## config.mk

```make
export PLATFORM = sky130hd
export DESIGN_NAME = gf180mcu_fd_sc_mcu9t5v0__setn_seq
export DESIGN_NICKNAME = d
export VERILOG_FILES = /design/src/rtl/gf180mcu_fd_sc_mcu9t5v0__setn_seq_pkg.sv /design/src/rtl/gf180mcu_fd_sc_mcu9t5v0__setn_seq_sync.sv /design/src/rtl/gf180mcu_fd_sc_mcu9t5v0__setn_seq.sv
export SDC_FILE = /design/constraint.sdc
export NUM_CORES = 1
export LEC_CHECK = 0
export ABC_AREA = 1
export CAP_MARGIN = 20
export CORE_MARGIN = 4
export CORE_UTILIZATION = 56
export CTS_CLUSTER_DIAMETER = 120
export DETAILED_ROUTE_END_ITERATION = 12
export GPL_TIMING_DRIVEN = 0
export HOLD_SLACK_MARGIN = 0.12
export PLACE_DENSITY = 0.8
export SLEW_MARGIN = 20
export SYNTH_ARGS = -nofsm -noshare
export SYNTH_HDL_FRONTEND = slang
export SYNTH_SLANG_ARGS = --single-unit
```

## constraint.sdc

```tcl
create_clock -name CLK -period 2.85 [get_ports CLK]
set_input_delay 0.4275 -clock CLK [delete_from_list [all_inputs] [get_ports CLK]]
set_output_delay 0.4275 -clock CLK [all_outputs]
set_load 0.05 [all_outputs]
```

## src/rtl/gf180mcu_fd_sc_mcu9t5v0__setn_seq_pkg.sv

```systemverilog
// gf180mcu_fd_sc_mcu9t5v0__setn_seq_pkg: states, default sizing and counter-width helper for the SETN sequencer
package gf180mcu_fd_sc_mcu9t5v0__setn_seq_pkg;
  typedef enum logic [2:0] {S_SYNC, S_HOLD, S_RELEASE, S_RUN, S_SOFT} state_t;
  localparam int DEF_NGRP = 4;
  localparam int DEF_SYNC_STAGES = 2;
  localparam int DEF_HOLD = 8;
  localparam int DEF_GAP = 3;
  function automatic int cnt_width(input int hold, input int gap);
    return $clog2((hold > gap ? hold : gap) + 1);
  endfunction
endpackage

```

## src/rtl/gf180mcu_fd_sc_mcu9t5v0__setn_seq_sync.sv

```systemverilog
// gf180mcu_fd_sc_mcu9t5v0__setn_seq_sync: asynchronously cleared reset-release synchronizer, outputs last stage
module gf180mcu_fd_sc_mcu9t5v0__setn_seq_sync #(
  parameter int DEPTH = 2
) (
  input  logic clk,
  input  logic rst,
  output logic q
);
  logic [DEPTH-1:0] ff;
  always_ff @(posedge clk or posedge rst)
    if (rst) ff <= '0;
    else ff <= {ff[DEPTH-2:0], 1'b1};
  assign q = ff[DEPTH-1];
endmodule

```

## src/rtl/gf180mcu_fd_sc_mcu9t5v0__setn_seq.sv

```systemverilog
// gf180mcu_fd_sc_mcu9t5v0__setn_seq: staggered synchronous SETN release sequencer with async assert.
// Optional soft-set handshake enabled by GF180MCU_SETN_SEQ_SOFTSET_EN.
module gf180mcu_fd_sc_mcu9t5v0__setn_seq
  import gf180mcu_fd_sc_mcu9t5v0__setn_seq_pkg::*;
#(
  parameter int NGRP = DEF_NGRP,
  parameter int SYNC_STAGES = DEF_SYNC_STAGES,
  parameter int HOLD = DEF_HOLD,
  parameter int GAP = DEF_GAP
) (
  input  logic            CLK,
  input  logic            RST,
  input  logic            SOFT_REQ,
  output logic            SOFT_ACK,
  output logic [NGRP-1:0] SETN,
  output logic            DONE
);
  localparam int CW = cnt_width(HOLD, GAP);
  localparam int GW = NGRP > 1 ? $clog2(NGRP) : 1;
  localparam logic [CW-1:0] HOLD_LD = CW'(HOLD - 1);
  localparam logic [CW-1:0] GAP_LD = CW'(GAP - 1);
  localparam logic [GW-1:0] LAST = GW'(NGRP - 1);
  state_t state, state_d;
  logic [CW-1:0] cnt, cnt_d;
  logic [GW-1:0] grp, grp_d;
  logic [NGRP-1:0] setn_d;
  logic done_d, synced;
  gf180mcu_fd_sc_mcu9t5v0__setn_seq_sync #(.DEPTH(SYNC_STAGES)) u_sync (
    .clk(CLK),
    .rst(RST),
    .q  (synced)
  );
  always_ff @(posedge CLK or posedge RST)
    if (RST) begin
      state <= S_SYNC;
      cnt <= '0;
      grp <= '0;
      SETN <= '0;
      DONE <= 1'b0;
    end else begin
      state <= state_d;
      cnt <= cnt_d;
      grp <= grp_d;
      SETN <= setn_d;
      DONE <= done_d;
    end
`ifdef GF180MCU_SETN_SEQ_SOFTSET_EN
  logic ack, ack_d;
  always_ff @(posedge CLK or posedge RST)
    if (RST) ack <= 1'b0;
    else ack <= ack_d;
  assign SOFT_ACK = ack;
`else
  logic unused_soft_req;
  assign unused_soft_req = SOFT_REQ;
  assign SOFT_ACK = 1'b0;
`endif
  always_comb begin
    state_d = state;
    cnt_d = cnt;
    grp_d = grp;
    setn_d = SETN;
    done_d = DONE;
`ifdef GF180MCU_SETN_SEQ_SOFTSET_EN
    ack_d = ack;
`endif
    case (state)
      S_SYNC: begin
        state_d = synced ? S_HOLD : S_SYNC;
        cnt_d = synced ? HOLD_LD : cnt;
      end
      // one counter times both the hold window and the inter-group gaps
      S_HOLD, S_RELEASE: begin
        cnt_d = cnt - 1'b1;
        if (cnt == '0) begin
          setn_d = SETN | (NGRP'(1) << grp);
          cnt_d = GAP_LD;
          grp_d = grp + 1'b1;
          done_d = grp == LAST;
          state_d = grp == LAST ? S_RUN : S_RELEASE;
        end
      end
`ifdef GF180MCU_SETN_SEQ_SOFTSET_EN
      S_RUN:
        if (SOFT_REQ) begin
          state_d = S_SOFT;
          setn_d = '0;
          done_d = 1'b0;
          ack_d = 1'b1;
          grp_d = '0;
        end
      S_SOFT:
        if (!SOFT_REQ) begin
          state_d = S_HOLD;
          ack_d = 1'b0;
          cnt_d = HOLD_LD;
        end
`else
      S_RUN: state_d = S_RUN;
`endif
      default: state_d = S_SYNC;
    endcase
  end
endmodule

```

==> impl_metrics.sql, run 1 <==
INSERT INTO impl_metrics (metric_group, metric, value, unit) VALUES
('routing', 'first_pass_iters', '4', ''),
('routing', 'via_per_inst', '4.93', ''),
('clocking', 'cts_hold_repair.buffers', '0', ''),
('placement', 'port_buffers', '6', ''),
('global_route', 'first_global_vias', '563', ''),
('setup_path', 'crit_chain', 'clkdlybuf4s50_1', ''),
('yosys', 'ys.warnings.count', '0', ''),
('hold_path', 'timing.hold.worst_path_depth', '0', ''),
('sta', 'period_needed', '1.89', 'ns'),
('sta', 'final-setup-viol-count', '0', ''),
('setup_path', 'r2r-start', 'state[1]$_DFFE_PP0P_', ''),
('run', 'drv.max_cap_violation_count', '0', ''),
('yosys', 'net_count_synth', '94', ''),
('setup_path', 'r2r-end', 'grp[1]$_DFFE_PP0P_', ''),
('global_route', 'grt_overflow_total', '0', ''),
('yosys', 'yosysTopAreaCellShare', '0.492', ''),
('sta', 'timing_hold_violations_final', '0', ''),
('setup_path', 'worstPathArrival', '1.46', 'ns'),
('die', 'vert_die_dim', '44.9', 'um'),
('clocking', 'clkTransAtPathRegs', '0.09', 'ns'),
('setup_path', 'worst-r2r-setup-slack', '1.47', 'ns'),
('finish', 'antenna_cells', '0', ''),
('sta', 'timing.max_slew.rel_slack', '0.618', ''),
('yosys', 'yosys.area_share.simple', '0.169', ''),
('yosys', 'ys_seq_area_frac', '0.492', ''),
('clocking', 'cts.root.buffer_cell', 'sky130_fd_sc_hd__clkbuf_4', ''),
('setup_path', 'critical-path-top-delay-family', 'buffers and inverters', ''),
('setup_path', 'worst-path-buf-inv', '1', ''),
('sta', 'fin_setup_tns', '0', 'ns'),
('clocking', 'cts_num_sinks', '15', ''),
('setup_path', 'cpPeakStageDelay', '0.81', 'ns'),
('yosys', 'largest_family_of_logic_cells_by_synthesized_area', 'simple AND/OR/NAND/NOR gates', ''),
('setup_path', 'timing.critical_path.depth', '1', ''),
('setup_path', 'critPathCapture', 'SETN[2]', ''),
('die', 'rows', '13', ''),
('clocking', 'post_cts.resized_instances', '0', ''),
('routing', 'drcViolationCount', '0', ''),
('setup_path', 'critical_path.max_fanout', '2', ''),
('setup_path', 'criticalPathCategory', 'reg -> out', ''),
('yosys', 'syn-mean-instance-area', '9.31', 'um2'),
('setup_path', 'worst-endpoint-required', '2.42', 'ns'),
('routing', 'postRouteAntennaNets', '0', ''),
('routing', 'routed-via-count', '527', ''),
('sta', 'timing.final.crit_share', '0.662', ''),
('die', 'design.die.area', '2020', 'um2'),
('global_route', 'antenna_found_initial', '0', ''),
('clocking', 'cts_tree', 'done', ''),
('global_route', 'grt_first_pass_wirelength', '2350', 'um'),
('yosys', 'synth.area.top_cells', 'sky130_fd_sc_hd__dfrtp_1 (49%), sky130_fd_sc_hd__ha_1 (15%), sky130_fd_sc_hd__nand2_1 (7.9%)', ''),
('clocking', 'cts_htree_levels', '1', ''),
('sta', 'fmax', '530', 'MHz'),
('routing', 'routed_wire_length_per_instance', '12.8', 'um'),
('finish', 'layout_area_growth_over_synthesis', '13.8', '%'),
('status', 'status', 'completed', ''),
('sta', 'worst_clock_skew', '0.00170', 'ns'),
('sta', 'grt_setup_unrepaired', 'no', ''),
('die', 'die_width', '44.9', 'um'),
('routing', 'drt_iter0_markers', '6', ''),
('yosys', 'synth_adder_area_share', '0.148', ''),
('clocking', 'clock_tree.buffer_depth', '2', ''),
('yosys', 'post_synth_inst_count', '82', ''),
('die', 'initial_core_util', '0.594', ''),
('clocking', 'source_to_sink_clock_delay_at_the_later_pin_of_the_worst_skew_pair', '0.28', 'ns'),
('placement', 'dpl.hpwl', '1010', 'um'),
('setup_path', 'end_kind', 'output port', ''),
('finish', 'final.fill_count', '110', ''),
('placement', 'global_placement_routability_congestion', '0.759', ''),
('sta', 'worst_slew_pin_slew', '0.572', 'ns'),
('hold_path', 'hold_path.class', 'reg -> reg', ''),
('global_route', 'largest_net_degree_at_the_start_of_global_routing', '16', ''),
('finish', 'layout.cells.non_filler', '107', '');
## cell usage in the layout (no fill, tap or decap), drive strengths merged
cell type,instances
xor2,1
a21oi,4
o21bai,1
clkbuf,4
conb,2
dfrtp,15
o21ai,4
o21a,1
ha,9
nand3b,1
nand3,3
nand2,18
inv,12
nor2,7
a21o,3
clkdlybuf4s50,6
buf,1
## how the worst min path moves through the flow
stage	start	to	slack (ns)
2_1_floorplan	RST	DONE$_DFFE_PP0P_	0.33
3_3_place_gp	u_sync.ff[0]$_DFF_PP0_	u_sync.ff[1]$_DFF_PP0_	0.33
3_5_place_dp	u_sync.ff[0]$_DFF_PP0_	u_sync.ff[1]$_DFF_PP0_	0.35
4_1_cts	u_sync.ff[0]$_DFF_PP0_	u_sync.ff[1]$_DFF_PP0_	0.37
5_1_grt	u_sync.ff[0]$_DFF_PP0_	u_sync.ff[1]$_DFF_PP0_	0.38
6_report	u_sync.ff[0]$_DFF_PP0_	u_sync.ff[1]$_DFF_PP0_	0.37
## registers in the layout (all words and copies together), names as in the netlist
| signal | count |
|---|---|
| u_sync.ff | 2 |
| SETN | 4 |
| cnt | 4 |
| grp | 2 |
| DONE | 1 |
| state | 2 |
## per-stage QoR
step                      setup WS, ns  hold WS (ns)   util  cell area [um2]
final                            0.963         0.374  0.676              868
after global routing             0.903         0.383  0.676              868
after CTS                        0.955         0.370  0.676              868
after detailed placement          1.27         0.350  0.655              842
after global placement            1.29         0.333  0.655              842
after floorplan                   1.62         0.329      -              763
## cell families after synthesis
| logic type | after synthesis |
|---|---|
| AND/OR/NAND/NOR | 29 |
| flip-flops | 15 |
| AO/OA/AOI/OAI | 13 |
| buffers and inverters | 13 |
| adder cells (fa/ha/maj) | 9 |
| other | 2 |
| XOR/XNOR | 1 |
## area by class of cell
cell class | instances | area, um2 | share of cell area
well taps | 15 | 18.8 | 0.0216
repair buffers | 6 | 60.1 | 0.0692
plain buffers | 1 | 7.51 | 0.00865
clock buffers | 4 | 26.3 | 0.0303
multi-input cells | 54 | 335 | 0.386
flip-flops and latches | 15 | 375 | 0.432
inverters | 12 | 45.0 | 0.0519
## Yosys cell counts, drive strengths merged
master,n
xor2,1
nand2,18
nand3,3
buf,1
o21a,1
nor2,7
a21o,3
inv,12
conb,2
a21oi,4
ha,9
o21ai,4
nand3b,1
dfrtp,15
o21bai,1
## metal layers
metal  part of all wire  track usage
met5                  0            0
met4              0.022       0.0760
met3              0.031       0.0398
met2               0.51        0.295
met1               0.44        0.186
Power of run 1 is left out: the tool's default activity adds up to more than one toggle a clock period on the data nets, which glitch-free logic cannot reach.
==> inputs of run 2 (changes only) <==
- CORE_UTILIZATION: 56 -> 47
- PLACE_DENSITY: 0.8 -> 0.72
- clock period: 2.85 -> 1.7 ns (I/O delays scaled with it)
==> impl_metrics.sql, run 2 (synthesized netlist as in run 1, its figures left out) <==
INSERT INTO impl_metrics (metric_group, metric, value, unit) VALUES
('clocking', 'cts_num_sinks', '15', ''),
('hold_path', 'hold_path.class', 'in -> async', ''),
('setup_path', 'criticalPathCategory', 'reg -> out', ''),
('setup_path', 'worst-endpoint-required', '1.44', 'ns'),
('sta', 'final-setup-viol-count', '0', ''),
('routing', 'drcViolationCount', '0', ''),
('routing', 'drt_iter0_markers', '4', ''),
('power_and_ir_drop', 'power.leakage', '0.476', 'nW'),
('sta', 'worst_slew_pin_slew', '0.542', 'ns'),
('clocking', 'cts_made_buffers', '3', ''),
('routing', 'via_per_inst', '4.70', ''),
('sta', 'worst_clock_skew', '0.00862', 'ns'),
('setup_path', 'worst-path-buf-inv', '1', ''),
('finish', 'final.fill_count', '140', ''),
('setup_path', 'worst_setup_path_start_kind', 'flop', ''),
('setup_path', 'worstPathArrival', '1.19', 'ns'),
('die', 'ios', '9', ''),
('clocking', 'clkTransAtPathRegs', '0.10', 'ns'),
('status', 'status', 'completed', ''),
('routing', 'postRouteAntennaNets', '0', ''),
('clocking', 'cts_tree', 'done', ''),
('die', 'rows', '14', ''),
('clocking', 'clock_tree.buffer_depth', '2', ''),
('clocking', 'cts_hold_repair.buffers', '0', ''),
('setup_path', 'end_kind', 'output port', ''),
('clocking', 'cts_htree_levels', '1', ''),
('die', 'vert_die_dim', '48.3', 'um'),
('sta', 'timing.max_slew.rel_slack', '0.638', ''),
('setup_path', 'cpPeakStageDelay', '0.53', 'ns'),
('finish', 'layout_common_cells', 'sky130_fd_sc_hd__nand2_1 (16), sky130_fd_sc_hd__dfrtp_1 (15), sky130_fd_sc_hd__inv_1 (11)', ''),
('die', 'die_width', '48.3', 'um'),
('setup_path', 'r2r-start', 'state[1]$_DFFE_PP0P_', ''),
('placement', 'port_buffers', '6', ''),
('sta', 'timing.final.crit_share', '0.853', ''),
('setup_path', 'worst-r2r-setup-slack', '0.33', 'ns'),
('finish', 'net_count_reported_at_finish', '105', ''),
('setup_path', 'critPathLaunch', 'SETN[2]$_DFFE_PP0P_', ''),
('die', 'design.die.area', '2330', 'um2'),
('clocking', 'cts.root.buffer_cell', 'sky130_fd_sc_hd__clkbuf_4', ''),
('global_route', 'antenna_found_initial', '0', ''),
('global_route', 'first_global_vias', '494', ''),
('global_route', 'grt_first_pass_wirelength', '2100', 'um'),
('power_and_ir_drop', 'ir_worst_vdd', '0.979', 'mV'),
('clocking', 'cts_setup_buffers', '0', ''),
('sta', 'finalMaxSlewViolations', '0', ''),
('global_route', 'grt_overflow_total', '0', ''),
('finish', 'antenna_cells', '0', ''),
('power_and_ir_drop', 'power_density', '2020', 'nW/um2'),
('routing', 'postRouteWirelength', '1200', 'um'),
('die', 'area_of_the_core', '1520', 'um2'),
('setup_path', 'cpMaxStageDelayCell', 'sky130_fd_sc_hd__dlygate4sd2_1', ''),
('routing', 'routed_wire_length_per_instance', '11.1', 'um'),
('sta', 'timing_hold_violations_final', '0', ''),
('setup_path', 'crit_chain', 'dlygate4sd2_1', ''),
('clocking', 'source_to_sink_clock_delay_at_the_later_pin_of_the_worst_skew_pair', '0.29', 'ns'),
('global_route', 'grt_usage', '0.139', ''),
('finish', 'layout_area_growth_over_synthesis', '13.3', '%'),
('die', 'initial_core_util', '0.501', ''),
('global_route', 'largest_net_degree_at_the_start_of_global_routing', '16', ''),
('sta', 'fmax', '690', 'MHz'),
('run', 'drv.max_cap_violation_count', '0', ''),
('placement', 'dpl.hpwl', '912', 'um'),
('sta', 'grt_setup_unrepaired', 'no', ''),
('setup_path', 'critical_path.max_fanout', '2', ''),
('sta', 'timing.hold.ws', '0.293', 'ns'),
('sta', 'period_needed', '1.45', 'ns'),
('finish', 'largest_registers', 'SETN (4), cnt (4)', ''),
('routing', 'first_pass_iters', '2', ''),
('finish', 'mostFrequentLayoutCell', 'sky130_fd_sc_hd__nand2_1', ''),
('finish', 'layout-drive-gt1-share', '0.109', ''),
('routing', 'routed-via-count', '508', ''),
('placement', 'global_placement_routability_congestion', '0.773', ''),
('sta', 'fin_setup_tns', '0', 'ns'),
('setup_path', 'critical-path-top-delay-family', 'buffers and inverters', '');
-- run 2: metrics by stage --
| step | utilization | setup slack [ns] | cell area (um2) | power [mW] | cells |
|---|---|---|---|---|---|
| floorplan | - | 0.468 | 763 | 1.35 | 82 |
| global placement | 0.553 | 0.307 | 843 | 1.57 | 104 |
| detailed placement | 0.553 | 0.298 | 843 | 1.59 | 104 |
| CTS | 0.567 | 0.241 | 865 | 1.77 | 108 |
| global route | 0.567 | 0.182 | 865 | 1.94 | 108 |
| finish | 0.567 | 0.250 | 865 | 1.75 | 108 |
-- run 2: path summary, 6_finish.rpt --
path | cells after the start | end
hold / removal | 2 | u_sync.ff[0]$_DFF_PP0_
hold reg to reg | 0 | u_sync.ff[1]$_DFF_PP0_
setup reg to reg | 7 | cnt[3]$_DFFE_PP0P_
setup / recovery | 1 | SETN[2]
max in group asynchronous | 2 | cnt[3]$_DFFE_PP0P_
min in group CLK | 0 | u_sync.ff[1]$_DFF_PP0_
-- run 2: final cells by class --
class                           instances  area (um2)  share of cell area
Buffer                                  1        7.51             0.00868
Clock buffer                            3        22.5              0.0260
Clock inverter                          1        5.00             0.00579
Inverter                               12        45.0              0.0521
Multi-Input combinational cell         54         335               0.388
Sequential cell                        15         375               0.434
Tap cell                               16        20.0              0.0232
Timing Repair Buffer                    6        53.8              0.0622
-- run 2: repair_timing --
| item | 4_1_cts | 5_1_grt |
|---|---|---|
| hold endpoints to repair | 0 | 0 |
| setup endpoints to repair | 5 | 0 |
| resized for setup | 5 | 0 |
-- run 2: layer usage --
metal	routed length [um]	global-route usage	share of wire
met5	0	0	0
met2	530	0.211	0.44
met4	31	0.0968	0.026
met3	55	0.0443	0.046
met1	579	0.164	0.48
-- run 2: power breakdown --
part	switching [mW]	internal (mW)
Clock	0.122	0.0876
Combinational	0.628	0.313
Sequential	0.0927	0.503
Total	0.843	0.904
Note: power is estimated with default switching activity, not from simulation.
